[src/rtl/vc_allocator.sv]
// Output-VC allocator: grants at most one requesting input VC per cycle a free output VC,
// using round-robin input selection and lowest-index-first output VC selection.
module vc_allocator #(
    parameter int VC_WIDTH = 1,
    parameter int NINPUTS  = 10
) (
    input  logic                       clock,
    input  logic                       reset,
    input  logic [NINPUTS-1:0]         ivc_req,
    input  logic                       ovc_release,
    input  logic [VC_WIDTH-1:0]        release_vc,
    output logic                       allocate_enable,
    output logic [NINPUTS-1:0]         ivc_sel,
    output logic [VC_WIDTH-1:0]        allocated_vc,
    output logic [(1<<VC_WIDTH)-1:0]   ovc_busy
);

    localparam int NOVCS = 1 << VC_WIDTH;
    localparam int PTR_W = (NINPUTS > 1) ? $clog2(NINPUTS) : 1;
    localparam int CW    = PTR_W + 1;

    logic [PTR_W-1:0]   rr_ptr;
    logic [PTR_W-1:0]   ptr_next;
    logic [NINPUTS-1:0] eligible;
    logic               vc_free;
    logic [VC_WIDTH-1:0] free_vc;
    logic               found;
    logic [PTR_W-1:0]   grant_idx;
    logic [CW-1:0]      cand;
    logic               grant;
    logic [NINPUTS-1:0] sel_next;
    logic [NOVCS-1:0]   busy_next;

    always_comb begin
        // ivc_sel is all zero whenever allocate_enable is low, so it masks directly
        eligible = ivc_req & ~ivc_sel;

        vc_free = 1'b0;
        free_vc = '0;
        for (int k = NOVCS - 1; k >= 0; k--) begin
            if (!ovc_busy[k]) begin
                vc_free = 1'b1;
                free_vc = VC_WIDTH'(k);
            end
        end

        found     = 1'b0;
        grant_idx = '0;
        cand      = '0;
        for (int o = 0; o < NINPUTS; o++) begin
            cand = CW'(rr_ptr) + CW'(o);
            if (cand >= CW'(NINPUTS)) begin
                cand = cand - CW'(NINPUTS);
            end
            if (!found && eligible[cand[PTR_W-1:0]]) begin
                found     = 1'b1;
                grant_idx = cand[PTR_W-1:0];
            end
        end

        grant = found && vc_free;

        sel_next = '0;
        if (grant) begin
            sel_next[grant_idx] = 1'b1;
        end

        // clear before set: a release never frees its VC for this cycle's allocation
        busy_next = ovc_busy;
        if (ovc_release) begin
            busy_next[release_vc] = 1'b0;
        end
        if (grant) begin
            busy_next[free_vc] = 1'b1;
        end

        ptr_next = rr_ptr;
        if (grant) begin
            ptr_next = (grant_idx == PTR_W'(NINPUTS - 1)) ? '0 : grant_idx + 1'b1;
        end
    end

    always_ff @(posedge clock or negedge reset) begin
        if (!reset) begin
            allocate_enable <= 1'b0;
            ivc_sel         <= '0;
            allocated_vc    <= '0;
            ovc_busy        <= '0;
            rr_ptr          <= '0;
        end else begin
            allocate_enable <= grant;
            ivc_sel         <= sel_next;
            allocated_vc    <= grant ? free_vc : '0;
            ovc_busy        <= busy_next;
            rr_ptr          <= ptr_next;
        end
    end

endmodule
[config.mk]
export PLATFORM = sky130hd
export DESIGN_NAME = vc_allocator
export DESIGN_NICKNAME = d
export VERILOG_FILES = /design/src/rtl/vc_allocator.sv
export SDC_FILE = /design/constraint.sdc
export NUM_CORES = 1
export LEC_CHECK = 0
export ABC_AREA = 1
export BUFFER_PORTS_ARGS = -buffer_cell sky130_fd_sc_hd__buf_2
export CAP_MARGIN = 20
export CORE_ASPECT_RATIO = 1.4
export CORE_MARGIN = 2
export CORE_UTILIZATION = 25
export CTS_CLUSTER_SIZE = 14
export DETAILED_ROUTE_END_ITERATION = 8
export HOLD_SLACK_MARGIN = 0.15
export PLACE_DENSITY = 0.53
export SETUP_SLACK_MARGIN = 0.5
export SLEW_MARGIN = 20
export SYNTH_ARGS = -nofsm -noshare
export SYNTH_HDL_FRONTEND = slang
export SYNTH_SLANG_ARGS = --single-unit
[constraint.sdc]
create_clock -name clock -period 3.8 [get_ports clock]
set_input_delay 0 -clock clock [delete_from_list [all_inputs] [get_ports clock]]
set_output_delay 0 -clock clock [all_outputs]
set_load 0.005 [all_outputs]
==> out/results.ini, run 1 <==
[timing]
maxSlewHeadroom_pct = 52.4
rsz0062_at_grt = true
worst_pin_slew_ns = 0.706
finalCritPeriodShare_pct = 93.3
hold_violations = 0
post-route-min-period_ns = 3.55
fin_skew_ns = 0.000961
fmax_ghz = 0.282
fin_tns_setup_ns = 0
finalMaxSlewViolations = 0
finalSetupViolations = 0

[synthesis]
synth-compound-area-share_pct = 14.4
synth-simple-area-share_pct = 44.1
seq_area_frac_synth_pct = 15.2
synthTopCellsByArea = nand2_1 18%, dfrtp_1 15%, nand3_1 10%
muxShareOfSynthArea_pct = 0.381
yosysUniqueCellTypes = 40
synth_top_family_by_area = simple AND/OR/NAND/NOR gates
syn_inst = 496
synthAdderAreaFrac_pct = 10.0
syn_area_um2 = 2950
synth_xor_area_share_pct = 4.96
synth_nets = 533
ys_warn_count = 0
avgSynthCellArea_um2 = 5.96
yosys.area.top_type = nand2_1
synth_top_area_share_pct = 18.0
ys_seq_elements = 18

[clock_network]
cts.sinks = 18
cts.clk_slew.worst_paths_ns = 0.05
cts_tree = yes
htree_levels = 1
clk_path_buf_depth = 2
clockRootBuffer = clkbuf_16
clkLatencyLatePin_ns = 0.26
cts_inserted_buffers = 3

[global_routing]
grt_usage_pct = 16.8
grt_pass1_wl_mm = 16.6
antenna_found_initial = 0
grt-ovfl-total = 0
grt_max_degree = 19
first_global_vias = 3390

[finish]
fin_area_um2 = 4420
multi_input_area_um2 = 2700
nets = 628
final_common_cell = nand2_1
area_growth_pct = 49.8
instances_no_fill = 737
layout_common_cells = 114 x nand2_1, 58 x buf_4, 56 x inv_1
regArea_um2 = 454
diodes = 0
fillers = 1210
drive_gt1_share_pct = 38.8

[worst_hold_path]
min_path_type = in -> async

[routing]
drc_errors = 0
first_pass_iters = 4
wl_mm = 11.1
antenna_left = 0
routedWlPerCell_um = 15.1
dr.first_iter.drc_count = 152
vias_per_cell = 4.89
vias = 3606

[placement]
dp_hpwl_mm = 8.37
placement.io_buffers = 27
dp_cells = 687
placed_cell_area_um2 = 3480
gp_congestion = 0.944

[setup_path]
cp_top_family = simple AND/OR/NAND/NOR gates
startpoint_type = flop
cp.required_ns = 3.99
slowest_delay_ns = 0.41
cp-end-kind = flop
path_buf_inv = 7
slowest_stage = dfrtp_2
crit_arrival_ns = 3.74
crit_type = reg -> reg
worstPathMaxFanout = 5

[die]
die_area_um2 = 12700
die_h_um = 133
die_w_um = 95.9
num_rows = 47
initial_core_util_pct = 25.2
core_um2 = 11700
ios = 28

[flow_run]
maxCapViolCount = 0

[run_status]
status = finished clean

## stage by stage
step	setup slack (ns)	util (%)	hold slack, ns
after global routing	0.0443	37.8	0.260
after floorplan	0.412	-	-0.296
after detailed placement	0.0673	29.7	-0.0448
after global placement	0.171	29.7	-0.0533
final	0.253	37.8	0.203
after CTS	0.418	35.3	0.214
## repair_timing
action                                  in CTS  in global routing
hold buffers                                 3                  0
gates resized for setup                     74                 51
endpoints found under the hold margin       20                  0
pin swaps                                   26                 28
endpoints found under the setup margin      18                 18
setup buffers                               29                 13
cloned                                       0                  1
## state kept, by name, summed over array words and instances (netlist names)
register	count
allocated_vc	1
ivc_sel	10
rr_ptr	4
allocate_enable	1
ovc_busy	2
## synthesized netlist by cell type
cell and instances:
a21boi_1 1, a21oi_1 12, a21oi_2 2, a32oi_1 1, and2_1 2, buf_2 2
buf_4 3, buf_6 1, clkinv_1 1, clkinv_4 1, dfrtp_1 18, fa_1 1
ha_1 22, inv_1 62, inv_2 9, mux2_2 1, nand2_1 142, nand2_2 17
nand2_4 2, nand3_1 60, nand3_2 4, nand3b_1 1, nand4_1 8, nand4_2 2
nor2_1 41, nor2_2 4, nor2_4 2, nor3_1 1, o211ai_1 4, o21a_1 2
o21ai_0 32, o21ai_1 13, o21ai_2 2, o21bai_1 1, o21bai_2 1, o31a_1 1
o31ai_1 2, xnor2_1 1, xor2_1 12, xor2_2 2
## cells by family after synthesis
kind of cell | Yosys count
AND/OR/NAND/NOR | 286
buffers and inverters | 79
AO/OA/AOI/OAI | 74
adder cells (fa/ha/maj) | 23
flip-flops | 18
XOR/XNOR | 15
multiplexers | 1
## final timing paths
| kind | startpoint | to | slack (ns) | cells past startpoint |
|---|---|---|---|---|
| max in group asynchronous | reset | rr_ptr[1] | 3.28 | 2 |
| max | rr_ptr[1] | ivc_sel[0] | 0.25 | 30 |
| max reg2reg | rr_ptr[1] | ivc_sel[0] | 0.25 | 30 |
| min | reset | ivc_sel[6] | 0.20 | 2 |
| min reg2reg | ovc_busy[1] | ovc_busy[1] | 0.53 | 2 |
| min in group clock | ovc_release | ovc_busy[0] | 0.46 | 3 |
## layer usage
| layer | wire [um] | part of all wire, % | global-route usage [%] | vias up |
|---|---|---|---|---|
| met5 | 0 | 0 | 0 | - |
| met1 | 3990 | 36 | 17.2 | 1678 |
| met4 | 741 | 6.7 | 10.1 | 0 |
| li1 | - | - | - | 1775 |
| met2 | 6050 | 54 | 32.4 | 110 |
| met3 | 339 | 3.1 | 0.683 | 43 |
## cell type report
class	count	area share, %
Multi-Input combinational cell	399	61.1
Timing Repair Buffer	95	15.6
Sequential cell	18	10.3
Inverter	73	6.84
Tap cell	147	4.16
Clock buffer	4	2.01
Timing Repair inverter	1	0.113
Power of run 1 is not shown: default switching activity piles up to over one toggle a cycle in this logic, so the estimate is an artifact.
==> run 2: changes to the inputs <==
- clock period: 3.8 -> 2.9 ns (I/O delays scaled with it)
==> run 2 against run 1 <==
The run now ends with negative setup slack left. Hold slack improved by 0.025 ns. Die area did not move. Sequential share of layout area down 1.3 points. First-iteration DRC count up 7.2%. Non-clock buffer count up 82. Setup slack got worse by 0.86 ns. Routed wire length down 0.17%. Global-route usage rose by 0.96 points. Critical path depth down 2. Core utilization up 5.1 points. Count of clock-buffer cells in the layout did not move. Flip-flop and latch count unchanged. Critical path type unchanged.
==> out/results.ini, run 2 (synthesis gave the netlist of run 1 again) <==
[timing]
setup_slack_ns = -0.604
finalMaxSlewViolations = 0
worst_pin_slew_ns = 0.436
hold_violations = 0
fmax_ghz = 0.285
fin_tns_setup_ns = -9.42
finalCritPeriodShare_pct = 121
maxSlewHeadroom_pct = 70.7
fin_skew_ns = 0.00333
finalSetupViolations = 18
rsz0062_at_grt = true
post-route-min-period_ns = 3.50

[setup_path]
cp.required_ns = 3.04
slowest_delay_ns = 0.40
crit_arrival_ns = 3.65
cp_top_family = simple AND/OR/NAND/NOR gates
reg2reg_from = rr_ptr[1]
slowest_stage = dfrtp_2
cp-startpoint = rr_ptr[1]
path_buf_inv = 5
r2r_end = rr_ptr[1]
r2r_slack_ns = -0.60
worstSetupEndpoint = rr_ptr[1]
startpoint_type = flop
crit_path_frequent_cell = nand2_4
cp-end-kind = flop
worstPathMaxFanout = 6
crit_type = reg -> reg
r2r_cells = 28
path_depth = 28

[placement]
dp_hpwl_mm = 9.03
placement.io_buffers = 27
gp_congestion = 0.918

[clock_network]
cts_inserted_buffers = 3
cts_tree = yes
cts.clk_slew.worst_paths_ns = 0.05
clk_path_buf_depth = 2
cts.sinks = 18
htree_levels = 1
clockRootBuffer = clkbuf_16
clkLatencyLatePin_ns = 0.26

[routing]
dr.first_iter.drc_count = 163
first_pass_iters = 4
drc_errors = 0
vias = 3795
vias_per_cell = 4.64
routedWlPerCell_um = 13.6
antenna_left = 0
wl_mm = 11.1

[finish]
diodes = 0
final_common_cell = buf_4
reg_top3 = ivc_sel (10), rr_ptr (4), ovc_busy (2)
nets = 709
area_growth_pct = 69.8
drive_gt1_share_pct = 46.5
largest_reg_flops = 10
max_flop_register = ivc_sel
layout_common_cells = 138 x buf_4, 116 x nand2_1, 55 x inv_1

[run_status]
violations = negative setup slack
status = finished with violations

[global_routing]
use_met3_pct = 0.740
met2_usage_pct = 33.8
grt-busiest-layer = met2
grt_pass1_wl_mm = 17.9
antenna_found_initial = 0
grt_max_degree = 19
grt-ovfl-total = 0
grt_usage_pct = 17.8
first_global_vias = 3890
grt.met1_usage_pct = 18.8

[flow_run]
maxCapViolCount = 0

[die]
core_um2 = 11700
die_h_um = 133
num_rows = 47
die_area_um2 = 12700
initial_core_util_pct = 25.2
ios = 28
die_w_um = 95.9

[worst_hold_path]
min_path_type = in -> async

run 2: cell types whose count changed in the layout (fill, tap and decap cells not counted), moves of 3 or more:
cell / delta
buf_4: +80
nand3_1: -6
nand3_2: +6
nor2_2: +4
ha_4: -3
nand2_4: -3
nor2_4: -3
run 2: per-layer routing:
metal | routed length, um | part of all wire (%) | vias to the layer above
met3 | 240 | 2.2 | 33
li1 | - | - | 1945
met4 | 669 | 6.0 | 0
met5 | 0 | 0 | -
met2 | 6000 | 54 | 78
met1 | 4190 | 38 | 1739
run 2: worst reg2reg max path: cells and delay by family, from the launching register on:
kind / cells / cell delay (ns)
simple gates: 19 / 1.75
buf+inv: 5 / 0.57
fa+ha+maj: 2 / 0.48
flops: 1 / 0.40
compound gates: 2 / 0.18
run 2: final cells by class:
class                   count  area (um^2)
well taps                 147          184
clock buffers               4         78.8
repair buffers            177         1310
flip-flops and latches     18          452
multi-input cells         399         2690
fillers                  1184         6690
inverters                  73          305
run 2: what timing repair did:
| action | CTS | global route |
|---|---|---|
| pin swaps | 29 | 47 |
| endpoints found under the setup margin | 18 | 18 |
| endpoints found under the hold margin | 20 | 0 |
| setup buffers | 14 | 8 |
| hold buffers | 3 | 0 |
| gates resized for setup | 60 | 61 |
run 2: worst min path at each step:
stage	slack, ns	startpoint	endpoint
final	0.23	reset	rr_ptr[3]
after global routing	0.27	reset	ivc_sel[9]
after CTS	0.22	reset	rr_ptr[3]
after detailed placement	-0.04	reset	ivc_sel[2]
after global placement	-0.05	reset	ivc_sel[2]
after floorplan	-0.30	reset	allocate_enable
run 2: through the flow:
step | hold slack (ns) | worst slack, ns | cell area, um^2 | utilization (%) | std cells
after floorplan | -0.296 | -0.488 | 3040 | - | 496
after detailed placement | -0.0359 | -0.767 | 4250 | 36.3 | 789
after global routing | 0.275 | -0.788 | 5020 | 42.9 | 818
after global placement | -0.0504 | -0.692 | 4250 | 36.3 | 789
final | 0.227 | -0.604 | 5020 | 42.9 | 818
after CTS | 0.220 | -0.534 | 4710 | 40.2 | 810
Power of run 2 is left out for the same reason.
==> run 3: changes to the inputs <==
- CTS_BUF_LIST: unset -> sky130_fd_sc_hd__clkbuf_8
- PLACE_DENSITY: 0.53 -> unset
- PLACE_DENSITY_LB_ADDON: unset -> 0.15
==> run 3 against run 2 <==
Register-to-register slack better by 0.03 ns. Flip-flop and latch count unchanged. The flow still finishes with violations (negative setup slack). Hold slack worse by 0.021 ns.
==> out/results.ini, run 3 (synthesis gave the netlist of run 1 again) <==
[worst_hold_path]
min_path_type = in -> async

[setup_path]
reg2reg_from = rr_ptr[1]
cp.required_ns = 3.09
worstSetupEndpoint = ivc_sel[0]
r2r_end = ivc_sel[0]
r2r_slack_ns = -0.58
worstPathMaxFanout = 6
startpoint_type = flop
crit_arrival_ns = 3.66
cp-end-kind = flop
crit_type = reg -> reg
r2r_cells = 23
cp-startpoint = rr_ptr[1]

[clock_network]
cts_inserted_buffers = 3
cts_tree = yes
clockRootBuffer = clkbuf_8
cts.sinks = 18
clk_path_buf_depth = 2
htree_levels = 1
clkLatencyLatePin_ns = 0.26
cts.clk_slew.worst_paths_ns = 0.07

[finish]
area_growth_pct = 73.8
drive_gt1_share_pct = 50.6
nets = 704
max_flop_register = ivc_sel
diodes = 0
final_common_cell = buf_4
reg_top3 = ivc_sel (10), rr_ptr (4), ovc_busy (2)
largest_reg_flops = 10
layout_common_cells = 134 x buf_4, 101 x nand2_1, 52 x inv_1

[placement]
dp_hpwl_mm = 9.34
dpl_worst_slack_ns = -0.852
placement.io_buffers = 27
gp_congestion = 0.920

[timing]
worst_pin_slew_ns = 0.487
hold_violations = 0
finalMaxSlewViolations = 0
fmax_ghz = 0.288
finalCritPeriodShare_pct = 120
rsz0062_at_grt = true
maxSlewHeadroom_pct = 67.2
post-route-min-period_ns = 3.48
setup_slack_ns = -0.577
fin_skew_ns = 0.00340
finalSetupViolations = 18

[global_routing]
grt_pass1_wl_mm = 18.3
antenna_found_initial = 0
first_global_vias = 3853
grt_usage_pct = 18.3
grt_max_degree = 19
grt-ovfl-total = 0

[die]
num_rows = 47
core_um2 = 11700
ios = 28
initial_core_util_pct = 25.2
die_w_um = 95.9
die_h_um = 133
die_area_um2 = 12700

[routing]
vias = 3736
routedWlPerCell_um = 14.0
dr.first_iter.drc_count = 99
antenna_left = 0
drc_errors = 0
first_pass_iters = 5
vias_per_cell = 4.60
wl_mm = 11.4

[run_status]
violations = negative setup slack
status = finished with violations

[flow_run]
maxCapViolCount = 0

[run 3: worst min path at each step]
stage | depth (start not counted) | slack, ns | endpoint | start
after floorplan | 0 | -0.30 | allocate_enable | reset
after global placement | 1 | -0.04 | ivc_sel[4] | reset
after detailed placement | 1 | -0.03 | ivc_sel[2] | reset
after CTS | 2 | 0.22 | ivc_sel[2] | reset
after global routing | 2 | 0.23 | ivc_sel[2] | reset
final | 2 | 0.21 | ivc_sel[2] | reset
[run 3: critical path: stages, from the launching register on]
cell and delay, ns:
dfrtp_2 0.42, clkinvlp_4 0.22, ha_4 0.39, clkinv_8 0.07
ha_4 0.18, nand2_4 0.08, nand2_8 0.07, nand2_8 0.10
nand2_4 0.07, nand2_4 0.07, nand2_2 0.05, nand3_2 0.06
nand2_2 0.07, nand2_4 0.11, nand4_4 0.15, nor2_4 0.13
nand4_1 0.13, nor2_4 0.19, nand3_2 0.12, nand3_2 0.10
nand2_4 0.07, nor2_2 0.12, nand4_1 0.22, nor2_1 0.20
[run 3: what timing repair did]
action,4_1_cts,5_1_grt
pin swaps,27,55
endpoints found under the setup margin,18,18
resized for setup,93,77
buffers inserted,12,8
hold buffers,3,0
endpoints found under the hold margin,20,0
[run 3: final cells by class]
type / instances / area, um^2
clock buffer: 4 / 55.1
fill: 1202 / 6570
inverter: 73 / 305
multi-input combinational: 399 / 2880
sequential: 18 / 453
tap: 147 / 184
timing repair buffer: 172 / 1260
[run 3: per-stage QoR]
step           setup TNS, ns  instance area (um^2)  util [%]  std cells  hold slack [ns]
2_1_floorplan          -5.66                  3040         -        496           -0.296
3_5_place_dp          -12.66                  4220      36.1        786          -0.0271
5_1_grt               -12.57                  5130      43.9        813            0.233
4_1_cts                -7.82                  4770      40.8        805            0.216
6_report               -8.50                  5130      43.9        813            0.207
3_3_place_gp          -12.36                  4220      36.1        786          -0.0390
[run 3: metal layers]
| layer | GRT usage, % | part of all wire (%) | vias to the layer above | routed length (um) |
|---|---|---|---|---|
| met5 | 0 | 0 | - | 0 |
| met4 | 8.81 | 4.8 | 0 | 550 |
| met3 | 0.740 | 1.6 | 23 | 187 |
| met2 | 35.2 | 55 | 62 | 6280 |
| met1 | 19.5 | 38 | 1718 | 4330 |
| li1 | - | - | 1933 | - |
Power of run 3 is left out for the same reason.
